$ cat src/rtl/alarma_multicanal.sv
// Multi-channel alarm blinker: each channel rings on a rising edge of its
// chronometer-finished flag, blinking until acknowledged or N_BLINKS pairs elapse.
module alarma_multicanal #(
    parameter int N_CH        = 4,
    parameter int HALF_PERIOD = 25,
    parameter int N_BLINKS    = 8
) (
    input  logic            CLK_Ring,
    input  logic            reset,
    input  logic            enable,
    input  logic [N_CH-1:0] fin_crono,
    input  logic [N_CH-1:0] ack,
    output logic [N_CH-1:0] band_parp,
    output logic [N_CH-1:0] alarm_active,
    output logic            any_alarm
);

    localparam int TW = (HALF_PERIOD > 1) ? $clog2(HALF_PERIOD) : 1;
    localparam int BW = (N_BLINKS > 0) ? $clog2(N_BLINKS + 1) : 1;
    localparam logic [TW-1:0] T_LAST = TW'(HALF_PERIOD - 1);
    localparam logic [BW-1:0] B_LAST = BW'((N_BLINKS > 0) ? N_BLINKS - 1 : 0);
    localparam logic [BW-1:0] B_SAT  = '1;

    typedef enum logic {IDLE, RING} state_t;

    state_t          state_q  [N_CH];
    state_t          state_d  [N_CH];
    logic [TW-1:0]   timer_q  [N_CH];
    logic [TW-1:0]   timer_d  [N_CH];
    logic [BW-1:0]   blinks_q [N_CH];
    logic [BW-1:0]   blinks_d [N_CH];
    logic [N_CH-1:0] band_q, band_d;
    logic [N_CH-1:0] prev_q, prev_d;
    logic [N_CH-1:0] trig;

    always_comb begin
        prev_d = fin_crono;
        trig   = fin_crono & ~prev_q;
        band_d = band_q;
        for (int i = 0; i < N_CH; i++) begin
            state_d[i]  = state_q[i];
            timer_d[i]  = timer_q[i];
            blinks_d[i] = blinks_q[i];
            // Priority: disable, then a new event, then ack, then the blink timer.
            if (!enable) begin
                state_d[i]  = IDLE;
                band_d[i]   = 1'b0;
                timer_d[i]  = '0;
                blinks_d[i] = '0;
            end else if (trig[i]) begin
                state_d[i]  = RING;
                band_d[i]   = 1'b1;
                timer_d[i]  = '0;
                blinks_d[i] = '0;
            end else if (state_q[i] == RING) begin
                if (ack[i]) begin
                    state_d[i]  = IDLE;
                    band_d[i]   = 1'b0;
                    timer_d[i]  = '0;
                    blinks_d[i] = '0;
                end else if (timer_q[i] == T_LAST) begin
                    timer_d[i] = '0;
                    band_d[i]  = ~band_q[i];
                    // An off phase just ended: one more on/off pair is complete.
                    if (!band_q[i]) begin
                        if ((N_BLINKS != 0) && (blinks_q[i] == B_LAST)) begin
                            state_d[i]  = IDLE;
                            band_d[i]   = 1'b0;
                            blinks_d[i] = '0;
                        end else if (blinks_q[i] != B_SAT) begin
                            blinks_d[i] = blinks_q[i] + 1'b1;
                        end
                    end
                end else begin
                    timer_d[i] = timer_q[i] + 1'b1;
                end
            end
        end
    end

    // History resets high so a level held through reset is not an edge.
    always_ff @(posedge CLK_Ring) begin
        if (!reset) begin
            band_q <= '0;
            prev_q <= '1;
            for (int i = 0; i < N_CH; i++) begin
                state_q[i]  <= IDLE;
                timer_q[i]  <= '0;
                blinks_q[i] <= '0;
            end
        end else begin
            band_q <= band_d;
            prev_q <= prev_d;
            for (int i = 0; i < N_CH; i++) begin
                state_q[i]  <= state_d[i];
                timer_q[i]  <= timer_d[i];
                blinks_q[i] <= blinks_d[i];
            end
        end
    end

    always_comb begin
        for (int i = 0; i < N_CH; i++) begin
            alarm_active[i] = (state_q[i] == RING);
        end
        any_alarm = |alarm_active;
    end

    assign band_parp = band_q;

endmodule

$ cat config.mk
export PLATFORM = sky130hd
export DESIGN_NAME = alarma_multicanal
export DESIGN_NICKNAME = d
export VERILOG_FILES = /design/src/rtl/alarma_multicanal.sv
export SDC_FILE = /design/constraint.sdc
export NUM_CORES = 1
export LEC_CHECK = 0
export BUFFER_PORTS_ARGS = -buffer_cell sky130_fd_sc_hd__buf_2
export CELL_PAD_IN_SITES_DETAIL_PLACEMENT = 0
export CELL_PAD_IN_SITES_GLOBAL_PLACEMENT = 2
export CORE_MARGIN = 5
export CORE_UTILIZATION = 30
export DETAILED_ROUTE_END_ITERATION = 8
export HOLD_SLACK_MARGIN = 0.12
export PLACE_DENSITY = 0.63
export SLEW_MARGIN = 0
export SYNTH_ARGS = -nofsm -noshare
export SYNTH_HDL_FRONTEND = slang
export SYNTH_SLANG_ARGS = --single-unit
$ cat constraint.sdc
create_clock -name CLK_Ring -period 1.8 [get_ports CLK_Ring]
set_input_delay 0.09 -clock CLK_Ring [delete_from_list [all_inputs] [get_ports CLK_Ring]]
set_output_delay 0.09 -clock CLK_Ring [all_outputs]
set_load 0.005 [all_outputs]
== Word level (Yosys, flattened, before mapping) ==
Memories as Yosys holds them, arrays and structs flattened.
Index checks and enable logic that the tools add are counted.

* Bits in registers: 8
* RAM bits: 40
* Output and inout port bits: 9
* Input port bits: 11
* Memories kept: 3
* Word-level logic and storage cells: 178

* Reduce and logical (&&, ||, !) cells: 14
* $add $sub $neg: 8
* Bitwise logic cells: 18
* Multiplexer cells: 118
* Equality and inequality tests: 12

{| class="wikitable"
|+ Memory list
! name !! words !! bits a word !! read ports !! clocked after memory_dff !! write ports !! RTL line !! RTL
|-
| timer_q || 4 || 5 || 4 || 0 || 4 || 28 || <nowiki>logic [TW-1:0] timer_q [N_CH];</nowiki>
|-
| blinks_q || 4 || 4 || 4 || 0 || 4 || 30 || <nowiki>logic [BW-1:0] blinks_q [N_CH];</nowiki>
|-
| state_q || 4 || 1 || 4 || 0 || 4 || 26 || <nowiki>state_t state_q [N_CH];</nowiki>
|}

{| class="wikitable"
|+ Operator list
! cell !! count
|-
| $mux W4 || 36
|-
| $mux W5 || 24
|-
| $mux W1 || 58
|-
| $add A5 B1 Y5 const B || 4
|-
| $eq A5 B5 Y1 const B || 4
|-
| $add A4 B1 Y4 const B || 4
|-
| $eq A4 B3 Y1 const B || 4
|-
| $ne A4 B4 Y1 const B || 4
|-
| $or A1 B1 Y1 || 12
|-
| $reduce_bool A3 Y1 || 4
|-
| $reduce_and A2 Y1 || 5
|-
| $reduce_bool A2 Y1 || 4
|-
| $and A4 B4 Y4 || 1
|-
| $not A1 Y1 || 4
|-
| $not A4 Y4 || 1
|-
| $reduce_or A4 Y1 || 1
|}

== Logic depth before layout (Yosys ltp) ==
Gate-level depths: netlist of the first run.

* Depth in word-level cells: 10
* Gate-level depth with buffers: 6
* Depth with buffers taken out: 6

== Least setup slack after synthesis of the first run ==
Ideal clock, no wire load.

* Path kind: reg-to-reg
* From: memory timer_q[0][0] (netlist bit)
* To: memory blinks_q[0][3] (netlist bit)
* Buffers on the path: 0
* Required time: 1.725 ns
* Stages on the path, launching flop included: 7
* Period minus slack after synthesis: 1.446 ns
* Data arrival time: 1.370 ns
* Setup time: 0.075 ns
* Slack: 0.354 ns
* Path through: dfxtp_1 > inv_1 > ha_1 > nand4b_1 > nor3_1 > or3b_2 > a31oi_1

{| class="wikitable"
|+ RTL lines
! item !! RTL line
|-
| start: declaration || 28
|-
| end: declaration || 30
|}

==> results.sh, run 1 <==
export IMPL_post_cts_setup_buffer_count=0
export IMPL_grt_max_degree=15
export IMPL_rows=32
export IMPL_core_area_um2=7690
export IMPL_antenna_left=0
export IMPL_dieArea_um2=9690
export IMPL_critical_path_peak_fanout=5
export IMPL_vias=2059
export IMPL_final_core_util=0.358
export IMPL_die_h_um=98.5
export IMPL_yosys_most_used_dff="dfxtp_1"
export IMPL_vias_per_cell=5.01
export IMPL_grt_pass1_vias=1964
export IMPL_nets=331
export IMPL_cp_end_kind="flip-flop"
export IMPL_grt_pass1_wl_um=9640
export IMPL_drcViolationCount=0
export IMPL_start_util=0.305
export IMPL_synth_top_family_by_area="simple AND/OR/NAND/NOR gates"
export IMPL_yosysUniqueCellTypes=33
export IMPL_fmaxAchievable_ghz=0.634
export IMPL_multi_input_area_um2=1270
export IMPL_h_tree_depth=2
export IMPL_fin_crit_sh=0.876
export IMPL_synth_area_mux_share=0.00426
export IMPL_avgSynthCellArea_um2=8.54
export IMPL_synth_common_cells="48 x dfxtp_1, 28 x nor2_1, 18 x a21oi_1, 18 x nand2_1"
export IMPL_cts_root_buf="clkbuf_8"
export IMPL_synth_xor_area_share=0.0560
export IMPL_worst_slew_pin_slew_ps=451
export IMPL_finalPower_mw=1.87
export IMPL_synth_area_leaders="dfxtp_1 41%, ha_1 6.4%, nor2_1 4.5%"
export IMPL_fin_setup_tns_ps=0
export IMPL_critPathKind="reg2reg"
export IMPL_synth_edf_count=0
export IMPL_fillers=846
export IMPL_vdd_drop_max_v=0.000316
export IMPL_grt_ovfl_total=0
export IMPL_cts_resized=0
export IMPL_setup_viol=0
export IMPL_seqCellArea_um2=961
export IMPL_cts_buffers=5
export IMPL_yosysTopAreaCellShare=0.409
export IMPL_drive_above_1_share=0.107
export IMPL_wl_um=5550
export IMPL_holdCritPathClass="in2reg"
export IMPL_outcome="finished, final reports clean"
export IMPL_hpwl_um=3930
export IMPL_diodes=0
export IMPL_placed_cells=393
export IMPL_syn_to_final_growth_pct=17.2
export IMPL_hold_path_depth=3
export IMPL_finalMaxSlewViolations=0
export IMPL_clk_insertion_delay_late_ps=300
export IMPL_cts_sinks=48
export IMPL_placed_area_um2=2560
export IMPL_hold_ws_ps=135
export IMPL_fin_cells=411
export IMPL_clk_pin_slew_ps=90
export IMPL_crit_path_start_kind="flip-flop"
export IMPL_globalplace_congestion=0.775
export IMPL_netlist_area_um2=2350
export IMPL_slew_limit_headroom=0.698
export IMPL_dp_worst_setup_slack_ps=232
export IMPL_die_width_um=98.5
export IMPL_synth_compound_area_frac=0.144
export IMPL_synthesis_nets=298
export IMPL_yosys_area_top_type="dfxtp_1"
export IMPL_ys_ff_latch=48
export IMPL_p_leak_nw=0.945
export IMPL_ys_seq_area_frac=0.409
export IMPL_cp_required_ps=2030
export IMPL_maxCapViolCount=0
export IMPL_power_density_nw_per_um2=680
export IMPL_synthCells=275
export IMPL_skew_ps=3.68
export IMPL_drt_initial_drc_count=79
export IMPL_final_area_um2=2750
export IMPL_fin_crit_ps=1580
export IMPL_cts_tree="built"
export IMPL_drtPass1Iterations=4
export IMPL_rr_worst_depth=6
export IMPL_yosysWarningCount=0
export IMPL_ios=20
export IMPL_rsz0062_at_grt="no"
export IMPL_wl_per_cell_um=13.5
export IMPL_hold_viol=0
export IMPL_track_usage=0.121
export IMPL_synth_simple_area_share=0.274
export IMPL_synth_most_common_cell="dfxtp_1"
export IMPL_cp_arrival_ps=1800
export IMPL_port_buffers=19
export IMPL_synth_fa_ha_area_frac=0.0640
export IMPL_hold_buffers=10
export IMPL_clockBufferDepth=2
export IMPL_antenna_found_initial=0
export IMPL_final_setup_worst_slack_ps=224
export IMPL_ys_async_sr_fraction=0
-- power breakdown --
part           internal [mW]  total [mW]  leakage (nW)  switching (mW)
combinational         0.0462       0.108         0.513          0.0616
clock                  0.313       0.688        0.0445           0.375
sequential              1.07        1.08         0.388         0.00594
total                   1.43        1.87         0.945           0.443
-- worst max-delay path, stage by stage (launching register included) --
cell      delay [ps]
dfxtp_1          400
inv_1             60
ha_1             200
nand4b_1         140
nor3_1            90
or3b_2           440
a31oi_1          170
-- state kept, by name (all words and copies together), names as in the netlist --
register   count
timer_q       20
blinks_q      16
band_parp      4
prev_q         4
state_q        4
-- cell families after synthesis --
logic type / after synthesis
mux: 1
buf+inv: 25
simple gates: 115
xor+xnor: 15
flops: 48
fa+ha+maj: 12
compound gates: 59
-- routing by layer --
metal  vias up  GRT usage  part of all wire
li1       1048          -                 -
met1       962      0.165              0.50
met3        10     0.0262             0.032
met2        39      0.188              0.45
met5         -          0                 0
met4         0     0.0410             0.011
-- worst paths after layout --
| check | end | slack [ps] | start |
|---|---|---|---|
| max reg2reg | blinks_q[0][3]$_SDFFE_PP0P_ | 220 | timer_q[0][0]$_SDFFE_PP0P_ |
| min reg2reg | blinks_q[1][1]$_SDFFE_PP0P_ | 490 | blinks_q[1][1]$_SDFFE_PP0P_ |
| max | blinks_q[0][3]$_SDFFE_PP0P_ | 220 | timer_q[0][0]$_SDFFE_PP0P_ |
| min | blinks_q[2][2]$_SDFFE_PP0P_ | 140 | ack[2] |
-- layout make-up --
| type | instances | share of cell area |
|---|---|---|
| Multi-Input combinational cell | 202 | 0.462 |
| Sequential cell | 48 | 0.349 |
| Timing Repair Buffer | 34 | 0.0846 |
| Tap cell | 102 | 0.0464 |
| Clock buffer | 7 | 0.0314 |
| Inverter | 17 | 0.0232 |
| Clock inverter | 1 | 0.00273 |
-- cell usage in the layout, fill, tap and decap left out, drive strengths merged --
cell type and instances:
o21ai 17, o31ai 1, inv 17, nand2 18, nor4 4, and4b 7
dfxtp 48, mux2i 1, buf 24, a22oi 2, dlygate4sd3 10, nand3b 3
nand2b 15, o211ai 2, or3b 1, clkinvlp 1, nor4b 1, xnor2 3
and3 1, a31oi 15, o21a 3, a21oi 18, nand4b 8, a2111oi 1
nand3 10, nor3 5, clkbuf 7, xor2 12, nand4 12, nor2 28
or4 1, ha 12, nor2b 1
(Power assumes the default switching activity.)
==> run 2: changes to the inputs <==
--- a/config.mk
+++ b/config.mk
@@ -9,10 +9,11 @@
 export CELL_PAD_IN_SITES_DETAIL_PLACEMENT = 0
 export CELL_PAD_IN_SITES_GLOBAL_PLACEMENT = 2
 export CORE_MARGIN = 5
-export CORE_UTILIZATION = 30
+export CORE_UTILIZATION = 35
+export CTS_BUF_LIST = sky130_fd_sc_hd__clkbuf_16
 export DETAILED_ROUTE_END_ITERATION = 8
 export HOLD_SLACK_MARGIN = 0.12
-export PLACE_DENSITY = 0.63
+export PLACE_DENSITY = 0.73
 export SLEW_MARGIN = 0
 export SYNTH_ARGS = -nofsm -noshare
 export SYNTH_HDL_FRONTEND = slang
==> run 2 against run 1 <==
Compared with the run above: clock skew grew 0.73 ps; critical path depth did not move; hold slack better by 22 ps; critical path type unchanged; largest power group unchanged.
==> results.sh, run 2 (same netlist as run 1, synthesis figures left out) <==
export IMPL_drtPass1Iterations=4
export IMPL_hold_viol=0
export IMPL_critical_path_peak_fanout=5
export IMPL_fin_crit_ps=1560
export IMPL_antenna_found_initial=0
export IMPL_skew_ps=4.41
export IMPL_grt_pass1_vias=1853
export IMPL_fillers=668
export IMPL_diodes=0
export IMPL_syn_to_final_growth_pct=17.8
export IMPL_setup_viol=0
export IMPL_nets=332
export IMPL_fin_crit_sh=0.865
export IMPL_top_regs="timer_q (20), blinks_q (16)"
export IMPL_final_core_util=0.430
export IMPL_final_common_cell="dfxtp_1"
export IMPL_wl_um=5060
export IMPL_start_util=0.365
export IMPL_hpwl_um=3690
export IMPL_vdd_drop_max_v=0.000526
export IMPL_holdCritPathClass="in2reg"
export IMPL_cp_arrival_ps=1760
export IMPL_port_buffers=19
export IMPL_cp_end_kind="flip-flop"
export IMPL_grt_max_degree=14
export IMPL_h_tree_depth=2
export IMPL_hp_start="ack[2]"
export IMPL_core_area_um2=6420
export IMPL_die_h_um=91.9
export IMPL_outcome="finished, final reports clean"
export IMPL_cts_buffers=5
export IMPL_crit_start="timer_q[0][0]$_SDFFE_PP0P_"
export IMPL_dieArea_um2=8440
export IMPL_antenna_left=0
export IMPL_cts_root_buf="clkbuf_16"
export IMPL_rsz0062_at_grt="no"
export IMPL_clk_pin_slew_ps=60
export IMPL_clk_insertion_delay_late_ps=270
export IMPL_cts_tree="built"
export IMPL_cts_sinks=48
export IMPL_finalMaxSlewViolations=0
export IMPL_drcViolationCount=0
export IMPL_power_density_nw_per_um2=742
export IMPL_slew_limit_headroom=0.696
export IMPL_vias=2018
export IMPL_p_leak_nw=0.970
export IMPL_rows=29
export IMPL_fin_setup_tns_ps=0
export IMPL_wl_per_cell_um=13.1
export IMPL_vias_per_cell=5.23
export IMPL_globalplace_congestion=0.763
export IMPL_drt_initial_drc_count=58
export IMPL_die_width_um=91.9
export IMPL_grt_ovfl_total=0
export IMPL_critPathKind="reg2reg"
export IMPL_clockBufferDepth=2
export IMPL_grt_pass1_wl_um=8920
export IMPL_maxCapViolCount=0
export IMPL_crit_path_start_kind="flip-flop"
export IMPL_track_usage=0.124
export IMPL_largest_reg_flops=20
export IMPL_drive_above_1_share=0.107
export IMPL_cp_required_ps=2010
export IMPL_worst_slew_pin_slew_ps=454
export IMPL_r2r_start="timer_q[0][0]$_SDFFE_PP0P_"
export IMPL_mostFrequentLayoutCells="48 x dfxtp_1, 28 x nor2_1, 19 x buf_2"
export IMPL_cts_resized=0
export IMPL_ios=20
export IMPL_top_register="timer_q"
export IMPL_fmaxAchievable_ghz=0.642
-- run 2: cell type report --
type / count / area, um2 / share of cell area
clock buffers: 5 / 125 / 0.0453
clock inverters: 2 / 7.51 / 0.00272
well taps: 77 / 96.3 / 0.0349
multi-input cells: 202 / 1270 / 0.460
inverters: 17 / 63.8 / 0.0231
repair buffers: 35 / 238 / 0.0860
flip-flops and latches: 48 / 961 / 0.348
-- run 2: critical path, stage by stage (launching register included) --
cell and delay [ps]:
dfxtp_1 390, inv_1 60, ha_1 200, nand4b_1 150
nor3_1 80, or3b_2 440, a31oi_1 170
-- run 2: what timing repair did --
action	in CTS	in global routing
hold endpoints to repair	5	0
setup endpoints to repair	0	0
buffers inserted	0	0
hold buffers	9	0
-- run 2: final timing paths --
kind,end,slack [ps],depth (start not counted)
worst min-delay path,blinks_q[2][2]$_SDFFE_PP0P_,160,3
worst max-delay path,blinks_q[0][3]$_SDFFE_PP0P_,240,6
worst max register to register,blinks_q[0][3]$_SDFFE_PP0P_,240,6
worst min register to register,blinks_q[2][1]$_SDFFE_PP0P_,490,2
-- run 2: metrics by stage --
| step | cells | hold WS [ps] | power [mW] | instance area [um2] | setup WS, ps |
|---|---|---|---|---|---|
| floorplan | 275 | 163 | 1.15 | 2350 | 354 |
| CTS | 386 | 159 | 2.08 | 2760 | 248 |
| global placement | 370 | 290 | 1.20 | 2540 | 303 |
| global route | 386 | 178 | 2.13 | 2760 | 131 |
| detailed placement | 370 | 296 | 1.19 | 2540 | 264 |
| finish | 386 | 157 | 2.05 | 2760 | 243 |
-- run 2: metal layers --
layer  vias up  GRT usage  share of wire
li1       1057          -              -
met1       946      0.184           0.53
met2        13      0.187           0.43
met3         2     0.0262          0.025
met4         0     0.0186         0.0063
met5         -          0              0
-- run 2: where the power goes --
group	total, mW	internal, mW	switching, mW
Clock	0.867	0.498	0.369
Sequential	1.08	1.07	0.00582
Combinational	0.107	0.0467	0.0600
